<file path="config.mk">
export PLATFORM = sky130hd
export DESIGN_NAME = regfile_arb
export DESIGN_NICKNAME = d
export VERILOG_FILES = /design/src/rtl/regfile_arb.sv
export SDC_FILE = /design/constraint.sdc
export NUM_CORES = 1
export LEC_CHECK = 0
export ABC_CLOCK_PERIOD_IN_PS = 2200
export CAP_MARGIN = 20
export CORE_AREA = 2 2 110 112
export DETAILED_ROUTE_END_ITERATION = 6
export DIE_AREA = 0 0 112 114
export DONT_BUFFER_PORTS = 1
export PLACE_DENSITY = 0.31
export SETUP_SLACK_MARGIN = 0.15
export SLEW_MARGIN = 20
export SYNTH_ARGS = -nofsm -noshare
export SYNTH_HDL_FRONTEND = slang
export SYNTH_SLANG_ARGS = --single-unit
</file>
<file path="constraint.sdc">
create_clock -name clk -period 2.2 [get_ports clk]
set_input_delay 0.44 -clock clk [delete_from_list [all_inputs] [get_ports clk]]
set_output_delay 0.44 -clock clk [all_outputs]
set_load 0.005 [all_outputs]
</file>
<file path="src/rtl/regfile_arb.sv">
// regfile_arb: shares the 1W/2R port set of the 32x32 register file between
// the core pipeline (requester 0) and the debug/loader port (requester 1).
// Requester 1 may take an exclusive lock for read-modify-write sequences.
// The lock hold time is bounded. Under fixed priority, requester 1's wait
// time is bounded as well.

module regfile_arb #(
    parameter int DW       = 32,
    parameter int AW       = 5,
    parameter int PRIO     = 0,
    parameter int MAXWAIT  = 4,
    parameter int LOCK_MAX = 16
) (
    input  logic          clk,
    input  logic          rst,

    input  logic          r0_req,
    input  logic          r0_wr,
    input  logic          r0_rd,
    input  logic [AW-1:0] r0_selwr,
    input  logic [AW-1:0] r0_selrd1,
    input  logic [AW-1:0] r0_selrd2,
    input  logic [DW-1:0] r0_in,

    input  logic          r1_req,
    input  logic          r1_wr,
    input  logic          r1_rd,
    input  logic [AW-1:0] r1_selwr,
    input  logic [AW-1:0] r1_selrd1,
    input  logic [AW-1:0] r1_selrd2,
    input  logic [DW-1:0] r1_in,
    input  logic          r1_lock,

    output logic          r0_gnt,
    output logic          r1_gnt,
    output logic          r0_rvalid,
    output logic          r1_rvalid,
    output logic [DW-1:0] rdata1,
    output logic [DW-1:0] rdata2,

    output logic          rf_wr,
    output logic          rf_rd,
    output logic [AW-1:0] rf_selwr,
    output logic [AW-1:0] rf_selrd1,
    output logic [AW-1:0] rf_selrd2,
    output logic [DW-1:0] rf_in,
    input  logic [DW-1:0] rf_out1,
    input  logic [DW-1:0] rf_out2
);

    localparam int WW = $clog2(MAXWAIT + 1) > 0 ? $clog2(MAXWAIT + 1) : 1;
    localparam int LW = $clog2(LOCK_MAX + 1) > 0 ? $clog2(LOCK_MAX + 1) : 1;

    typedef enum logic [1:0] {
        ARB      = 2'd0,
        LOCK     = 2'd1,
        LOCK_EXP = 2'd2
    } state_t;

    state_t        state;
    logic          rr_last;
    logic [WW-1:0] waitcnt;
    logic [LW-1:0] lockcnt;
    logic          r0_rv_q;
    logic          r1_rv_q;
    logic          gnt0;
    logic          gnt1;

    // Pick at most one winner per cycle; the lock shuts requester 0 out entirely
    always_comb begin
        gnt0 = 1'b0;
        gnt1 = 1'b0;
        if (!rst) begin
            if (state == LOCK) begin
                gnt1 = r1_req;
            end else if (r0_req && r1_req) begin
                if (PRIO == 0) begin
                    if (rr_last) gnt0 = 1'b1;
                    else         gnt1 = 1'b1;
                end else begin
                    if (waitcnt == WW'(MAXWAIT)) gnt1 = 1'b1;
                    else                         gnt0 = 1'b1;
                end
            end else begin
                gnt0 = r0_req;
                gnt1 = r1_req;
            end
        end
    end

    // Route the winner's op fields to the regfile, all zero when idle
    always_comb begin
        rf_wr     = 1'b0;
        rf_rd     = 1'b0;
        rf_selwr  = '0;
        rf_selrd1 = '0;
        rf_selrd2 = '0;
        rf_in     = '0;
        if (gnt0) begin
            rf_wr     = r0_wr;
            rf_rd     = r0_rd;
            rf_selwr  = r0_selwr;
            rf_selrd1 = r0_selrd1;
            rf_selrd2 = r0_selrd2;
            rf_in     = r0_in;
        end else if (gnt1) begin
            rf_wr     = r1_wr;
            rf_rd     = r1_rd;
            rf_selwr  = r1_selwr;
            rf_selrd1 = r1_selrd1;
            rf_selrd2 = r1_selrd2;
            rf_in     = r1_in;
        end
    end

    assign r0_gnt    = gnt0;
    assign r1_gnt    = gnt1;
    assign r0_rvalid = r0_rv_q && !rst;
    assign r1_rvalid = r1_rv_q && !rst;
    assign rdata1    = rf_out1;
    assign rdata2    = rf_out2;

    // Arbitration history, starvation counter, lock FSM and read-valid tags
    always_ff @(posedge clk) begin
        if (rst) begin
            state   <= ARB;
            rr_last <= 1'b1;
            waitcnt <= '0;
            lockcnt <= '0;
            r0_rv_q <= 1'b0;
            r1_rv_q <= 1'b0;
        end else begin
            r0_rv_q <= gnt0 && r0_rd;
            r1_rv_q <= gnt1 && r1_rd;

            if (gnt0)      rr_last <= 1'b0;
            else if (gnt1) rr_last <= 1'b1;

            if (state != LOCK) begin
                if (gnt1)
                    waitcnt <= '0;
                else if (r1_req && waitcnt != WW'(MAXWAIT))
                    waitcnt <= waitcnt + WW'(1);
            end

            case (state)
                ARB: begin
                    if (gnt1 && r1_lock) begin
                        state   <= LOCK;
                        lockcnt <= '0;
                    end
                end
                LOCK: begin
                    if (!r1_lock && (gnt1 || !r1_req))
                        state <= ARB;
                    else if (lockcnt == LW'(LOCK_MAX - 1))
                        state <= LOCK_EXP;
                    else
                        lockcnt <= lockcnt + LW'(1);
                end
                LOCK_EXP: begin
                    if (!r1_lock) state <= ARB;
                end
                default: state <= ARB;
            endcase
        end
    end

endmodule

</file>
After elaboration in Yosys (flattened, before gate mapping)
Cells that the tools add are included.
{"block": "word_totals", "out_inout_bits": 117, "ff_bits": 10, "mem_bits_rw": 0, "word_cells": 61, "latchBits": 0, "in_bits": 167, "memories": 0, "romBits": 0}
{"block": "op_classes", "div_mod_pow": 0, "order_cmp": 0, "n_addsub": 1, "eq_ne": 8, "bitwise_logic": 0, "n_shift": 0, "muxes": 31, "multipliers": 0, "n_reduce_logical": 16}
{"cell": "$mux W32", "n": 2}
{"cell": "$mux W5", "n": 9}
{"cell": "$mux W1", "n": 14}
{"cell": "$pmux W5 S2", "n": 1}
{"cell": "$mux W2", "n": 4}
{"cell": "$ne A2 B2 Y1 const B", "n": 4}
{"cell": "$logic_and A1 B1 Y1", "n": 7}
{"cell": "$pmux W2 S3", "n": 1}
{"cell": "$add A5 B1 Y5 const B", "n": 1}
{"cell": "$eq A5 B4 Y1 const B", "n": 1}
{"cell": "$reduce_and A4 Y1", "n": 1}
{"cell": "$reduce_bool A2 Y1", "n": 2}
{"cell": "$logic_not A1 Y1", "n": 3}
{"cell": "$ne A3 B1 Y1 const B", "n": 1}
{"cell": "$reduce_and A3 Y1", "n": 1}
{"cell": "$eq A2 B1 Y1 const B", "n": 1}
{"cell": "$eq A2 B2 Y1 const B", "n": 1}
{"cell": "$logic_not A2 Y1", "n": 1}
{"cell": "$logic_or A1 B1 Y1", "n": 1}

Depth between registers and ports, before layout
Gate-level depths: netlist of run 1.
{"block": "depth", "depth_word": 8, "mapped_depth": 8, "ltp_nobuf": 8}

Least setup slack after synthesis of run 1
OpenSTA, ideal clock, no wires.
{"block": "synth_timing", "kind": "input -> output", "from": "input port r1_req", "to": "output port rf_in[19]", "path_buffers": 1, "required_time_ns": 1.760, "setup_slack_ns": 0.393, "stages": 4, "t_arrival_ns": 1.367, "path_cell_list": "nor2b_2 > nor4b_4 > buf_6 > a22o_1"}
{"block": "synth_via", "word_cells_on_any_way": 9, "classes_between": "mux: 8; reduce/logical: 1"}
{"item": "start: declaration", "line_no": "25", "rtl": "input logic r1_req,"}
{"item": "$logic_and A1 B1 Y1", "line_no": "76", "rtl": "end else if (r0_req && r1_req) begin"}
{"item": "$mux W1", "line_no": "76"}
{"item": "$mux W1", "line_no": "74", "rtl": "if (state == LOCK) begin"}
{"item": "$mux W1", "line_no": "73", "rtl": "if (!rst) begin"}
{"item": "via r0_gnt", "line_no": "34", "rtl": "output logic r0_gnt,"}
{"item": "$mux W32", "line_no": "99", "rtl": "if (gnt0) begin"}
{"item": "end: declaration", "line_no": "46", "rtl": "output logic [DW-1:0] rf_in,"}
The timed path passes the listed nets, and every way through them passes these cells.

Final worst setup path of run 1
{"block": "layout_timing", "from": "register state[0]", "to": "output port rf_in[15]"}
{"block": "layout_via", "elab_chain_cells": 5, "word_cells_on_any_way": 7, "classes_between": "eq/ne: 1; mux: 6"}
{"item": "start: declaration", "line_no": "60", "rtl": "state_t state;"}
{"item": "start signal: assignment", "line_no": "126", "rtl": "state <= ARB;"}
{"item": "start signal: assignment", "line_no": "149", "rtl": "state <= LOCK;"}
{"item": "start signal: assignment", "line_no": "155", "rtl": "state <= ARB;"}
{"item": "$eq A2 B1 Y1 *", "line_no": "74"}
{"item": "$mux W1", "line_no": "74"}
{"item": "$mux W1", "line_no": "73"}
{"item": "$mux W32", "line_no": "106", "rtl": "end else if (gnt1) begin"}
{"item": "$mux W32 *", "line_no": "99"}
Every way passes the cells marked *; elsewhere a longest branch is shown, timed or not.

==> impl_metrics.ini, run 1 <==
[outcome]
status = finished clean

[synth]
yosys_warnings = 0
ys_ff_latch = 10
yosysTopAreaCell = buf_4
ys_seq_area_frac = 0.1288
synth_top_family_by_area = buffers and inverters
yosys.area_share.xor_xnor = 0
synth_edf_count = 0
async_flop_share = 0
ys_top_cells_by_count = 66 x buf_4, 46 x a22o_1, 10 x dfxtp_1
syn-cell-area_um2 = 1554
synthTopCellsByArea = buf_4 32%, a22o_1 26%, dfxtp_1 13%, buf_6 4.3%, a22o_2 2.6%
ys.flop_type = dfxtp_1
syn-num-nets = 356
synthMuxAreaShare = 0.007246
syn_area_per_cell_um2 = 8.310
synth_cell_type_count = 32
yosysMostFrequentCell = buf_4
synth_compound_area_frac = 0.3196
synthAdderAreaFrac = 0.01610
syn_inst = 187
synth_top_area_share = 0.3188
synth-simple-area-share = 0.1409

[pwr]
leakage_nw = 0.5200
vdd_ir_drop_max_mv = 0.3140
p_per_area_nw_per_um2 = 531.6

[grt]
grt_max_degree = 50
antenna_found_initial = 1
grt_pass1_wl_mm = 6.782
grtUsageTotal = 0.07395
grt-ovfl-total = 0
first_global_vias = 942

[critical_path]
critPathCaptureType = output pin
reg2reg_slack_ps = 310
critPathArrivalTime_ps = 1520
cp_max_fo = 12
reg2reg_to = lockcnt[0]$_SDFFE_PP0P_
worstPathCellList = nor2b_4 -> nor4b_4 -> buf_6 -> clkbuf_16 -> a22o_1
critPathLaunchType = flop
cp.required_ps = 1760
r2r-start = lockcnt[0]$_SDFFE_PP0P_
crit_type = reg2out
cp_slowest_stage_delay_ps = 320
r2r_cells = 8
slowest_stage = dfxtp_2

[timing]
fin_crit_ps = 1956
slew_headroom = 0.7851
setup_violations = 0
whs_ps = 255.4
fin_skew_ps = 0.7773
finalHoldViolations = 0
slew_viol_final = 0
max_freq_ghz = 0.5113
tightest_slew_ps = 319.7
setup_tns_ps = 0
period_share = 0.8891
rsz0062_at_grt = no
fin_ws_ps = 244.1

[clocking]
clkSinkCount = 10
cts_max_path_buffers = 2
cts_max_level = 1
cts_made_buffers = 3
clk_pin_slew_worst_paths_ps = 40
cts_root_buf = clkbuf_16
hold_buffers = 0
cts_tree = yes
clk_latency_ps = 240

[layout]
antenna_cells = 0
multi_input_area_um2 = 754.5
layout-drive-gt1-share = 0.2258
finalNonFillerCells = 271
seq_area_um2 = 206.4
fill_cells = 1362
nNetsFinal = 294
area_growth_syn_to_layout_pct = -8.535
utilization = 0.1214

[hold_path]
min_to = state[1]$_SDFFE_PP0P_
whs_path_depth = 1
min_path_type = in2reg
worstHoldStart = rst

[placed_design]
routabilityCongestion = 0.8248
preCtsSetupSlack_ps = 293.0
post-dp-hpwl_mm = 4.494
port-buffer-count = 0
dp_cells = 260

[die]
coreArea_um2 = 11710
ios = 284
dieWidth_um = 112
die_y_um = 114
initial_utilization = 0.1327
core.rowCount = 40
die_area_um2 = 12770

[detailed_routing]
wl_mm = 5.841
wl_per_cell_um = 21.55
viasPerCell = 4.236
vias = 1148
drc_errors = 0
drt_iter0_markers = 36
drt.antenna.violating_nets = 0
firstDrtPassIters = 4

[job]
drv_cap = 0
==> routing by layer <==
layer	vias to the layer above	share of wire	global-route usage	routed length (µm)
met2	111	0.53	0.1297	3100
met3	16	0.10	0.03507	607
met4	2	0.032	0.02602	184
met1	533	0.33	0.07814	1934
met5	-	0.0022	0	13
li1	486	-	-	-
==> final cells by class <==
class                           count  area share
Multi-Input combinational cell     96      0.5308
Sequential cell                    10      0.1452
Inverter                            5     0.01320
Timing Repair Buffer                9      0.1188
Clock buffer                        4     0.06250
Tap cell                          147      0.1294
==> cell families after synthesis <==
family,count (synthesis)
fa+ha+maj,2
buf+inv,81
flops,10
simple gates,35
compound gates,58
mux,1
==> registers in the layout (all words and copies together), names as in the netlist <==
name	cells
rr_last	1
state	2
r1_rv_q	1
lockcnt	5
r0_rv_q	1
==> how the worst max path moves through the flow <==
| stage | slack, ps | endpoint | depth (start not counted) | start |
|---|---|---|---|---|
| after floorplan | 390 | rf_in[19] | 4 | r1_req |
| after global placement | 330 | rf_rd | 5 | r1_req |
| after detailed placement | 290 | rf_rd | 5 | r1_req |
| after CTS | 120 | rf_rd | 6 | state[0]$_SDFFE_PP0P_ |
| after global routing | 150 | rf_in[20] | 5 | state[0]$_SDFFE_PP0P_ |
| final | 240 | rf_in[15] | 5 | state[0]$_SDFFE_PP0P_ |
==> cell usage in the layout (no fill, tap or decap), drive strengths merged, types with 5 or more instances in the layout <==
cell type	instances
a22o	50
dfxtp	10
nand2	7
clkbuf	7
nor2b	6
buf	6
inv	5
nor2	5
nand3	5
==> report_power, final <==
part | internal (mW) | switching (mW) | total (mW) | leakage (nW)
sequential | 0.185 | 0.00261 | 0.188 | 0.0822
clock | 0.274 | 0.0917 | 0.366 | 0.0442
combinational | 0.0999 | 0.102 | 0.202 | 0.394
total | 0.559 | 0.197 | 0.756 | 0.520
==> what timing repair did <==
action | CTS | global route
pin swaps | 1 | 3
gates resized for setup | 2 | 5
gates cloned | 1 | 3
setup endpoints to repair | 1 | 46
buffers inserted | 3 | 0
==> critical path, delay by kind of cell (launching register included) <==
kind,cells,cell delay [ps]
flip-flops,1,320
AND/OR/NAND/NOR,2,380
AO/OA/AOI/OAI,1,200
buffers and inverters,2,370
==> metrics by stage <==
step	total power [mW]	cell area, µm²
after floorplan	0.4318	1554
after global placement	0.3569	1196
after detailed placement	0.3567	1196
after CTS	0.7474	1336
after global routing	0.7960	1421
final	0.7556	1421
No activity file was read; power rests on OpenSTA's default activity.
==> run 2: changes to the inputs <==
--- a/config.mk
+++ b/config.mk
@@ -6,7 +6,7 @@
 export NUM_CORES = 1
 export LEC_CHECK = 0
 export ABC_CLOCK_PERIOD_IN_PS = 2200
-export CAP_MARGIN = 20
+export CAP_MARGIN = 5
 export CORE_AREA = 2 2 110 112
 export DETAILED_ROUTE_END_ITERATION = 6
 export DIE_AREA = 0 0 112 114
==> results of run 2 <==
The final DEF is identical to that of run 1; final timing and power are the same.
==> run 3: changes to the inputs <==
--- a/config.mk
+++ b/config.mk
@@ -7,11 +7,11 @@
 export LEC_CHECK = 0
 export ABC_CLOCK_PERIOD_IN_PS = 2200
 export CAP_MARGIN = 5
-export CORE_AREA = 2 2 110 112
+export CORE_AREA = 4 4 109 111
 export DETAILED_ROUTE_END_ITERATION = 6
-export DIE_AREA = 0 0 112 114
+export DIE_AREA = 0 0 113 115
 export DONT_BUFFER_PORTS = 1
-export PLACE_DENSITY = 0.31
+export PLACE_DENSITY = 0.32
 export SETUP_SLACK_MARGIN = 0.15
 export SLEW_MARGIN = 20
 export SYNTH_ARGS = -nofsm -noshare
==> impl_metrics.ini, run 3 (synthesis results as in run 1) <==
[clocking]
clk_latency_ps = 240
clkSinkCount = 10
cts_made_buffers = 3
cts_max_path_buffers = 2
cts_tree = yes
clk_pin_slew_worst_paths_ps = 50
hold_buffers = 0
cts_root_buf = clkbuf_8
cts_max_level = 1

[grt]
grt-ovfl-total = 0
first_global_vias = 1146
grtUsageTotal = 0.07767
grt_pass1_wl_mm = 7.679
antenna_found_initial = 0
grt_max_degree = 42

[critical_path]
critPathArrivalTime_ps = 1600
critPathCaptureType = output pin
worstPathCellList = nor2b_4 -> nor4b_4 -> buf_6 -> buf_12 -> and2_2 -> or2_1
cp.depth = 6
cp_max_fo = 14
cp.required_ps = 1760
r2r_cells = 8
cp_top_family = simple AND/OR/NAND/NOR gates
cp_slowest_stage_delay_ps = 330
crit_type = reg2out
critPathLaunchType = flop
worstPathBufferInverterCount = 2
slowest_stage = dfxtp_2

[pwr]
vdd_ir_drop_max_mv = 0.1130
p_per_area_nw_per_um2 = 457.8
clockPowerShare = 0.377
p_switching_mw = 0.1801
seq_power_share = 0.306
swShare = 0.2922
power_mw = 0.6164
internal_power_mw = 0.4362
leakage_nw = 0.4913
p_comb_frac = 0.317

[timing]
slew_headroom = 0.7643
fin_skew_ps = 2.226
finalHoldViolations = 0
fin_crit_ps = 2041
max_freq_ghz = 0.4901
tightest_slew_ps = 350.7
setup_violations = 0
slew_viol_final = 0
whs_ps = 261.8
setup_tns_ps = 0
rsz0062_at_grt = yes
period_share = 0.9275

[layout]
mostFrequentLayoutCells = 45 x a22o_1, 7 x dfxtp_1, 6 x nand2_1
multi_input_area_um2 = 767.0
fill_cells = 1226
antenna_cells = 0
stdcell_area_um2 = 1346
final_common_cell = a22o_1
seq_area_um2 = 203.9
finalNonFillerCells = 263
area_growth_syn_to_layout_pct = -13.37
reg.largest.list = lockcnt x5, state x2
largest_register = lockcnt
largest_register_ffs = 5
layout-drive-gt1-share = 0.2439
nNetsFinal = 293

[job]
drv_cap = 0

[detailed_routing]
wl_per_cell_um = 22.19
firstDrtPassIters = 4
viasPerCell = 4.316
wl_mm = 5.836
drt_iter0_markers = 28
drc_errors = 0
drt.antenna.violating_nets = 0
vias = 1135

[die]
initial_utilization = 0.1440
dieWidth_um = 113
die_y_um = 115
coreArea_um2 = 10790
ios = 284
die_area_um2 = 13000
core.rowCount = 38

[placed_design]
postPlaceCellArea_um2 = 1202
post-dp-hpwl_mm = 4.728
routabilityCongestion = 0.7147
dp_cells = 255
port-buffer-count = 0

[hold_path]
whs_path_depth = 1
min_path_type = in2reg

[outcome]
status = finished clean
==> run 3: final timing paths <==
path,start,to,slack [ps]
worst min-delay path,rst,state[1]$_SDFFE_PP0P_,260
worst max-delay path,state[0]$_SDFFE_PP0P_,rf_rd,160
worst min register to register,lockcnt[4]$_SDFFE_PP0P_,lockcnt[4]$_SDFFE_PP0P_,480
worst max register to register,lockcnt[0]$_SDFFE_PP0P_,lockcnt[0]$_SDFFE_PP0P_,320
==> run 3: area by class of cell <==
cell class	instances	area share
timing repair buffer	8	0.09387
tap	140	0.1301
multi-input combinational	96	0.5697
clock buffer	4	0.04089
sequential	10	0.1515
inverter	5	0.01394
==> run 3: per-stage QoR <==
stage               worst slack [ps]  utilization
finish                         159.4       0.1247
global route                   91.13       0.1247
CTS                            101.8       0.1207
detailed placement             244.2       0.1114
global placement               263.6       0.1114
floorplan                      392.9            -
==> run 3: metal layers <==
metal	global-route usage	vias to the layer above	part of all wire
li1	-	487	-
met1	0.08181	524	0.32
met2	0.1339	116	0.54
met3	0.04421	8	0.13
met4	0.02083	0	0.0094
met5	0	-	0
==> run 3: repair_timing <==
action	in CTS	in global routing
endpoints found under the setup margin	9	20
resized for setup	3	5
buffers inserted	2	0
pin swaps	1	0
gates cloned	1	1
==> run 3: worst reg2reg max path, stage by stage, from the launching register on <==
cell      delay, ps
dfxtp_1         320
ha_1            210
and3_1          180
ha_1            190
nand2b_1        170
nor2_2          150
nand2_1         100
nor4_2          270
mux2_2          210
==> run 3: power groups by stage <==
stage	logic, mW	clock network (mW)	registers, mW
after floorplan	0.241	0	0.191
after global placement	0.173	0	0.192
after detailed placement	0.172	0	0.192
after CTS	0.188	0.247	0.188
after global routing	0.213	0.253	0.189
final	0.195	0.232	0.189
